## src/rtl/decoder_pkg.sv

```systemverilog
// Shared types and widths for the sequential 4-to-16 decoder slice.
// No logic, so no latency.
// No flow control at this level.
package decoder_pkg;
    typedef enum logic {IDLE, ACTIVE} state_t;
    localparam int ENTRY_W = 5;
    localparam int LINES   = 16;
endpackage

```

## src/rtl/decoder_416.sv

```systemverilog
// Combinational 4-to-16 line decoder with enable and code-valid inputs.
// Zero latency; purely combinational.
// No backpressure; output follows inputs.
module decoder_416
    import decoder_pkg::*;
(
    input  logic             ei,
    input  logic             gs_in,
    input  logic [3:0]       code,
    output logic [LINES-1:0] y,
    output logic             gs_out
);
    always_comb begin
        y = '0;
        if (ei && gs_in) begin
            y = LINES'(1) << code;
        end
    end

    assign gs_out = |y;
endmodule

```

## src/rtl/decoder_416_seq.sv

```systemverilog
// Queues encoded codes and replays each as a one-hot strobe held for HOLD cycles.
// Code accepted into an empty, idle queue appears on y one edge after acceptance.
// in_ready drops when the queue is full or in reset; no push-through when full.
module decoder_416_seq
    import decoder_pkg::*;
#(
    parameter int DEPTH = 4,
    parameter int HOLD  = 2
) (
    input  logic                      clk,
    input  logic                      rst,
    input  logic                      ei,
    input  logic                      in_valid,
    output logic                      in_ready,
    input  logic [3:0]                in_code,
    input  logic                      in_gs,
    output logic [LINES-1:0]          y,
    output logic                      gs,
    output logic                      eo,
    output logic [$clog2(DEPTH):0]    count
);
    localparam int AW = $clog2(DEPTH);
    localparam int CW = AW + 1;
    localparam logic [7:0] HOLD_M1 = 8'(HOLD - 1);

    logic [ENTRY_W-1:0] mem [DEPTH];
    logic [ENTRY_W-1:0] head;
    logic [AW-1:0]      wr_ptr, rd_ptr;
    logic [CW-1:0]      count_q;
    logic               full, empty, push, pop;

    state_t             state, state_n;
    logic [7:0]         hold_cnt, hold_n;
    logic [LINES-1:0]   y_q, y_n, dec_y;
    logic               gs_q, gs_n, dec_gs;

    assign full     = (count_q == CW'(DEPTH));
    assign empty    = (count_q == '0);
    assign in_ready = !full && !rst;
    assign push     = in_valid && in_ready;
    assign head     = mem[rd_ptr];

    decoder_416 u_dec (
        .ei     (ei),
        .gs_in  (head[ENTRY_W-1]),
        .code   (head[3:0]),
        .y      (dec_y),
        .gs_out (dec_gs)
    );

    always_comb begin
        state_n = state;
        hold_n  = hold_cnt;
        y_n     = y_q;
        gs_n    = gs_q;
        pop     = 1'b0;
        if (!ei) begin
            // Abandon the current slot; queued entries stay put.
            state_n = IDLE;
            hold_n  = '0;
            y_n     = '0;
            gs_n    = 1'b0;
        end else begin
            unique case (state)
                IDLE: begin
                    y_n  = '0;
                    gs_n = 1'b0;
                    if (!empty) begin
                        pop     = 1'b1;
                        y_n     = dec_y;
                        gs_n    = dec_gs;
                        hold_n  = HOLD_M1;
                        state_n = ACTIVE;
                    end
                end
                ACTIVE: begin
                    if (hold_cnt != '0) begin
                        hold_n = hold_cnt - 8'd1;
                    end else if (!empty) begin
                        pop    = 1'b1;
                        y_n    = dec_y;
                        gs_n   = dec_gs;
                        hold_n = HOLD_M1;
                    end else begin
                        state_n = IDLE;
                        y_n     = '0;
                        gs_n    = 1'b0;
                    end
                end
                default: state_n = IDLE;
            endcase
        end
    end

    always_ff @(posedge clk) begin
        if (rst) begin
            wr_ptr   <= '0;
            rd_ptr   <= '0;
            count_q  <= '0;
            state    <= IDLE;
            hold_cnt <= '0;
            y_q      <= '0;
            gs_q     <= 1'b0;
        end else begin
            if (push) wr_ptr <= wr_ptr + 1'b1;
            if (pop)  rd_ptr <= rd_ptr + 1'b1;
            count_q  <= count_q + CW'(push) - CW'(pop);
            state    <= state_n;
            hold_cnt <= hold_n;
            y_q      <= y_n;
            gs_q     <= gs_n;
        end
    end

    always_ff @(posedge clk) begin
        if (push) mem[wr_ptr] <= {in_gs, in_code};
    end

    assign y     = y_q;
    assign gs    = gs_q;
    assign count = count_q;
    assign eo    = ei && (state == IDLE) && empty;
endmodule
```

## config.mk

```make
export PLATFORM = sky130hd
export DESIGN_NAME = decoder_416_seq
export DESIGN_NICKNAME = d
export VERILOG_FILES = /design/src/rtl/decoder_pkg.sv /design/src/rtl/decoder_416.sv /design/src/rtl/decoder_416_seq.sv
export SDC_FILE = /design/constraint.sdc
export NUM_CORES = 1
export LEC_CHECK = 0
export ABC_AREA = 1
export CAP_MARGIN = 25
export CORE_AREA = 2 2 75 77
export DETAILED_ROUTE_END_ITERATION = 8
export DIE_AREA = 0 0 77 79
export PLACE_DENSITY = 0.74
export REMOVE_ABC_BUFFERS = 1
export SYNTH_ARGS = -nofsm -noshare
export SYNTH_HDL_FRONTEND = slang
export SYNTH_SLANG_ARGS = --single-unit
```

## constraint.sdc

```tcl
create_clock -name clk -period 3.4 [get_ports clk]
set_input_delay 1.02 -clock clk [delete_from_list [all_inputs] [get_ports clk]]
set_output_delay 1.02 -clock clk [all_outputs]
set_load 0.03 [all_outputs]
```

; Word level (Yosys, flattened, before mapping)
; Memories as Yosys holds them, arrays and structs flattened. A register that Yosys moved wholly into a read port is not among the register bits.
; Cells that the tools add are included.
[classes]
bitwise_logic = 2
reduce_logical = 11
n_shift = 1
addsub = 5
n_mux = 20
eq_ne = 2
[ops]
columns = op, count
row1 = 16-bit 2-to-1 mux, 3
row2 = 16-bit one-hot mux with 2 select lines, 1
row3 = 8-bit 2-to-1 mux, 2
row4 = 8-bit one-hot mux with 2 select lines, 1
row5 = 16-bit OR reduction, 1
row6 = 1-bit by 4-bit << shifter with 16-bit output (first input constant), 1
row7 = 1-bit 2-to-1 mux, 8
row8 = 8-bit nonzero test, 1
row9 = 8-bit by 1-bit subtractor with 8-bit output (second input constant), 1
row10 = 1-bit one-hot mux with 2 select lines, 3
row11 = 1-bit logical AND, 5
row12 = 2-bit by 1-bit adder with 2-bit output (second input constant), 2
row13 = 2-bit 2-to-1 mux, 2
row14 = 3-bit by 1-bit adder with 3-bit output, 1
row15 = 3-bit == test (second input constant), 1
row16 = 3-bit zero test, 1
row17 = 3-bit by 1-bit subtractor with 3-bit output, 1
row18 = 1-bit zero test, 2
row19 = 2-bit inequality test (second input constant), 1
row20 = 1-bit NOT, 2
row21 = 2-bit OR reduction, 1
[totals]
wordCells = 49
memories = 1
input_bits = 9
mem_bits_rw = 20
out_inout_bits = 22
ff_bits = 33
[memory_table]
columns = memory, words, width, rd, rd_ports_with_merged_regs, write_ports, line_no
row1 = mem, 4, 5, 1, 1, 1, decoder_416_seq.sv:26  ; logic [ENTRY_W-1:0] mem [DEPTH];

; Depth between registers and ports, before layout
[logic_depth]
ltp_word = 7
depth_mapped = 14
ltp_nobuf = 14

; Hierarchy
; A second synthesis with hierarchy kept.
[unflattened]
hier_cells = 290
area_unflattened_um2 = 2527.4
[modules_own_cells]
columns = module, n_inst, seq_area_each_um2, cells_each, area_per_inst_um2
row1 = decoder_416_seq, 1, 1301.2, 257, 2393.5
row2 = decoder_416, 1, 0.0, 33, 133.9

; Worst setup path before layout
; Ideal clock, no wire load.
[synth_timing]
path_kind = input -> register
startpoint = in rst
endpoint = reg count_q[2], in the netlist count[2]
setup_slack_ns = 0.149
setup_time_ns = 0.139
required_time_ns = 3.261
path_stages = 10
arrival_time_ns = 3.112
path_buffers = 0
cell_sequence = a21oi_1 > nand2_1 > ha_1 > inv_1 > ha_1 > inv_1 > fa_1 > xor2_1 > o21ai_0 > a21oi_1
[synth_via]
elab_chain_len = 5
[synth_lines]
columns = element, line_no
row1 = "start, declared", decoder_416_seq.sv:11  ; input logic rst,
row2 = 1-bit zero test, decoder_416_seq.sv:39  ; assign in_ready = !full && !rst;
row3 = 1-bit logical AND, decoder_416_seq.sv:39
row4 = 1-bit logical AND, decoder_416_seq.sv:40  ; assign push = in_valid && in_ready;
row5 = 3-bit by 1-bit adder with 3-bit output, decoder_416_seq.sv:107  ; count_q <= count_q + CW'(push) - CW'(pop);
row6 = 3-bit by 1-bit subtractor with 3-bit output, decoder_416_seq.sv:107
row7 = "end signal, assigned", decoder_416_seq.sv:107
row8 = "end, declared", decoder_416_seq.sv:29  ; logic [CW-1:0] count_q;
; Parallel ways exist; a longest one is shown, timed or not.
; A chain may end at the register's enable or synchronous reset.

; Worst setup path in the final report
[layout_timing]
startpoint = in ei
endpoint = out eo
[layout_via]
elab_chain_len = 2
[layout_lines]
columns = element, line_no
row1 = "start, declared", decoder_416_seq.sv:12  ; input logic ei,
row2 = 1-bit logical AND (2 in series), decoder_416_seq.sv:122  ; assign eo = ei && (state == IDLE) && empty;
row3 = "end, declared", decoder_416_seq.sv:19  ; output logic eo,
; No other way between the ends.

==> results list <==
* Slew margin rel.: 0.531
* Overall power consumption: 1.81 mW
- The startpoint identified for the worst hold timing path is y[1].
* Most frequent standard cell in the layout excluding fill and tap cells: nand2_1
- Non-filler instance count after layout: 408
- Actual transition at the worst max-transition pin: 0.703 ns
- The cell area that synthesis handed to floorplanning was 2530 um2.
- Area of combinational cells with multiple inputs: 1030 um2
- Dpl ws: 0.235 ns
- Setup slack after layout: 0.297 ns
* Total count of hold-check failures in the final report: 0
- The number of antenna diodes in the final layout is 0.
* Number of antenna violations at the first check in global routing: 0
- Yosys warning count: 0
- Dpl hpwl: 3440 um
* Worst path slowest cell: clkdlybuf4s50_1
- TritonCTS built the clock tree.
* Largest fanout on the critical path: 4
- By area the synthesized netlist is led by dfxtp_1 (28%), edfxtp_1 (24%), nand2_1 (10%).
* Hold Slack: 0.472 ns
- Layout cell share with drive strength beyond 1: 0.0655
- The clock reaches the later pin of the worst-skew pair after 0.30 ns.
- After the first detailed-routing iteration, the DRC count stood at 130.
- For this run, the slowest stage of the critical path takes 0.52 ns.
* Floorplan Core Area: 5340 um2
- Placed insts: 400
- Effective utilization at floorplan: 0.475
- The worst setup path is launched from an input port.
* Crit path buf inv count: 3
- Height of the die: 79 um
* Commonest non-fill, non-tap cells in the layout: nand2_1 (68), dfxtp_1 (35), inv_1 (34), nor2_1 (34), nand3_1 (34)
* Buffers on Ports: 30
* Cell type with the largest total area after synthesis: dfxtp_1
* Summed negative setup slack over all endpoints: 0 ns
- The number of pins exceeding their max-slew limit in the final report was 0.
* Flop-to-flop setup slack: 0.80 ns
- The share of synthesized area in the top cell type comes to 0.277.
- In this run the count of I/O pins placed on the die edge is 31.
- Utilization after layout: 0.561
- Summed over all cells, the static leakage comes to 1.17 nW.
- DRC viols: 0
- Power per standard cell area: 603 nW/um2
* Library cells used by synthesis: 26
- Critical Path RT: 2.38 ns
- Critical Path End Type: output pin
* Final instance area: 2990 um2
* Upper clock frequency limit: 322 MHz
- Dividing the detail-routed via count by the number of cells gives 4.88.
- Synthesis-to-finish area growth: 18.2%
* Post-detailed-route count of antenna-violating nets: 0
* First-pass GRT wire length: 7990 um
- Across the run, the number of max-cap violations was 0.
- Worst Hold Path EP: y[1]
- In this run, post-CTS hold repair placed 0 buffers.
* Placed standard-cell area: 2880 um2
- Registers take 1300 um2.
- Routed wire length per instance: 11.4 um
- Gates resized during post-CTS repair numbered 0.
* Synthesized area divided by synthesized cell count: 8.33 um2
* Overflow left after global routing: 0
- Maximum VDD drop: 0.509 mV
* Number of cell instances on the worst register-to-register path: 14
- The worst hold path was traced through 2 stages.
- Ordered cell list for the critical path: clkdlybuf4s50_1, inv_1, nor3_1, buf_4
- The share of the Yosys chip area taken by registers is 0.514.
* Drt total wl: 4660 um
- In this run the critical register-to-register path is captured at count[2].
* Synth Register Bits: 55
- RSZ-0062 raised after global routing: no
- The clock passes through at most 2 buffers.
* Worst Setup Path Type: input port to output pin
- The via count of the first global-routing pass came to 1851.
- Final layout net count: 353
* Min Clock Period, post-route: 3.10 ns
* Finish-stage setup viols: 0
- Filler Cells Inserted: 517
- Full die area: 6080 um2
- The tree built by TritonCTS fans out to 55 sinks.
- Die X: 77 um
- Tot GR Track Use: 0.165
* Clock edge transition at the registers on the reported setup and hold paths: 0.10 ns
- Gate count after technology mapping: 304
- Via count: 1992
* Largest net degree at the start of global routing: 24
* Number of buffers inserted to repair setup after CTS: 0
* Clock Skews: 0.00782 ns
- Reg2reg start: hold_cnt[0]
* Path class of the lowest-slack min-delay path: register to register
* Number of CTS-inserted buffers: 5
- Num rows: 27
- Arrival time at the worst endpoint: 2.08 ns
- In this run the number of H-tree levels came out at 2.
* Run status: completed
- The pre-antenna-repair detailed-routing pass consisted of 4 iterations.
* Buffer cell driving the clock tree root: clkbuf_8
- GP Congestion: 0.814
- Among cell families on the critical path, the largest total delay comes from buffers and inverters.
* Period utilisation layout: 0.913
## synthesized netlist by cell type
library cell / count
a21oi_1: 30
a31oi_1: 1
buf_2: 2
buf_4: 2
buf_6: 1
buf_8: 1
clkbuf_1: 3
dfxtp_1: 35
edfxtp_1: 20
fa_1: 1
ha_1: 8
inv_1: 34
inv_2: 1
inv_6: 1
nand2_1: 68
nand2_2: 1
nand2_4: 1
nand3_1: 34
nor2_1: 34
nor2_4: 3
nor3_1: 5
o211ai_1: 1
o21ai_0: 10
o21ai_4: 1
or2_2: 1
xor2_1: 5
## layout make-up
class / count / share of cell area
Sequential cell: 55 / 0.435
Inverter: 36 / 0.0468
Timing Repair Buffer: 33 / 0.106
Tap cell: 72 / 0.0301
Clock inverter: 3 / 0.0155
Multi-Input combinational cell: 204 / 0.344
Clock buffer: 5 / 0.0230
## worst min-delay path, stage by stage, from the launching register on
cell	delay (ns)
dfxtp_1	0.32
nand2_1	0.06
a21oi_1	0.05
## cell families (layout without fill, tap and decap cells)
logic type      after synthesis  after routing  share of synthesized area
simple gates                147            147                      0.251
xor+xnor                      5              5                     0.0173
flops                        55             55                      0.514
fa+ha+maj                     9              9                     0.0474
compound gates               43             43                     0.0909
buf+inv                      45             77                     0.0800
## report_power, final
part	total, mW	switching, mW	internal, mW
Sequential	0.791	0.0582	0.733
Combinational	0.584	0.396	0.188
Clock	0.430	0.208	0.222
Total	1.81	0.663	1.14
## metal layers
metal,vias up,track usage,part of all wire,wire (um)
met3,6,0.0341,0.041,189
met4,0,0.0786,0.013,62
li1,1049,-,-,-
met2,40,0.294,0.51,2360
met1,897,0.190,0.44,2050
met5,-,0,0,0
## flip-flops by register name (all words and copies together), names as in the netlist, named ones only
register,cells
mem,20
y,16
hold_cnt,8
count,3
rd_ptr,2
wr_ptr,2
gs,1
state,1
## worst max path at each step
| stage | from | end | slack (ns) | cells after the start |
|---|---|---|---|---|
| floorplan | rst | count[2] | 0.15 | 10 |
| global placement | ei | count[2] | 0.28 | 11 |
| detailed placement | ei | count[2] | 0.23 | 11 |
| CTS | ei | eo | 0.30 | 4 |
| global route | ei | eo | 0.20 | 4 |
| finish | ei | eo | 0.30 | 4 |
Note: power is estimated with default switching activity, not from simulation.
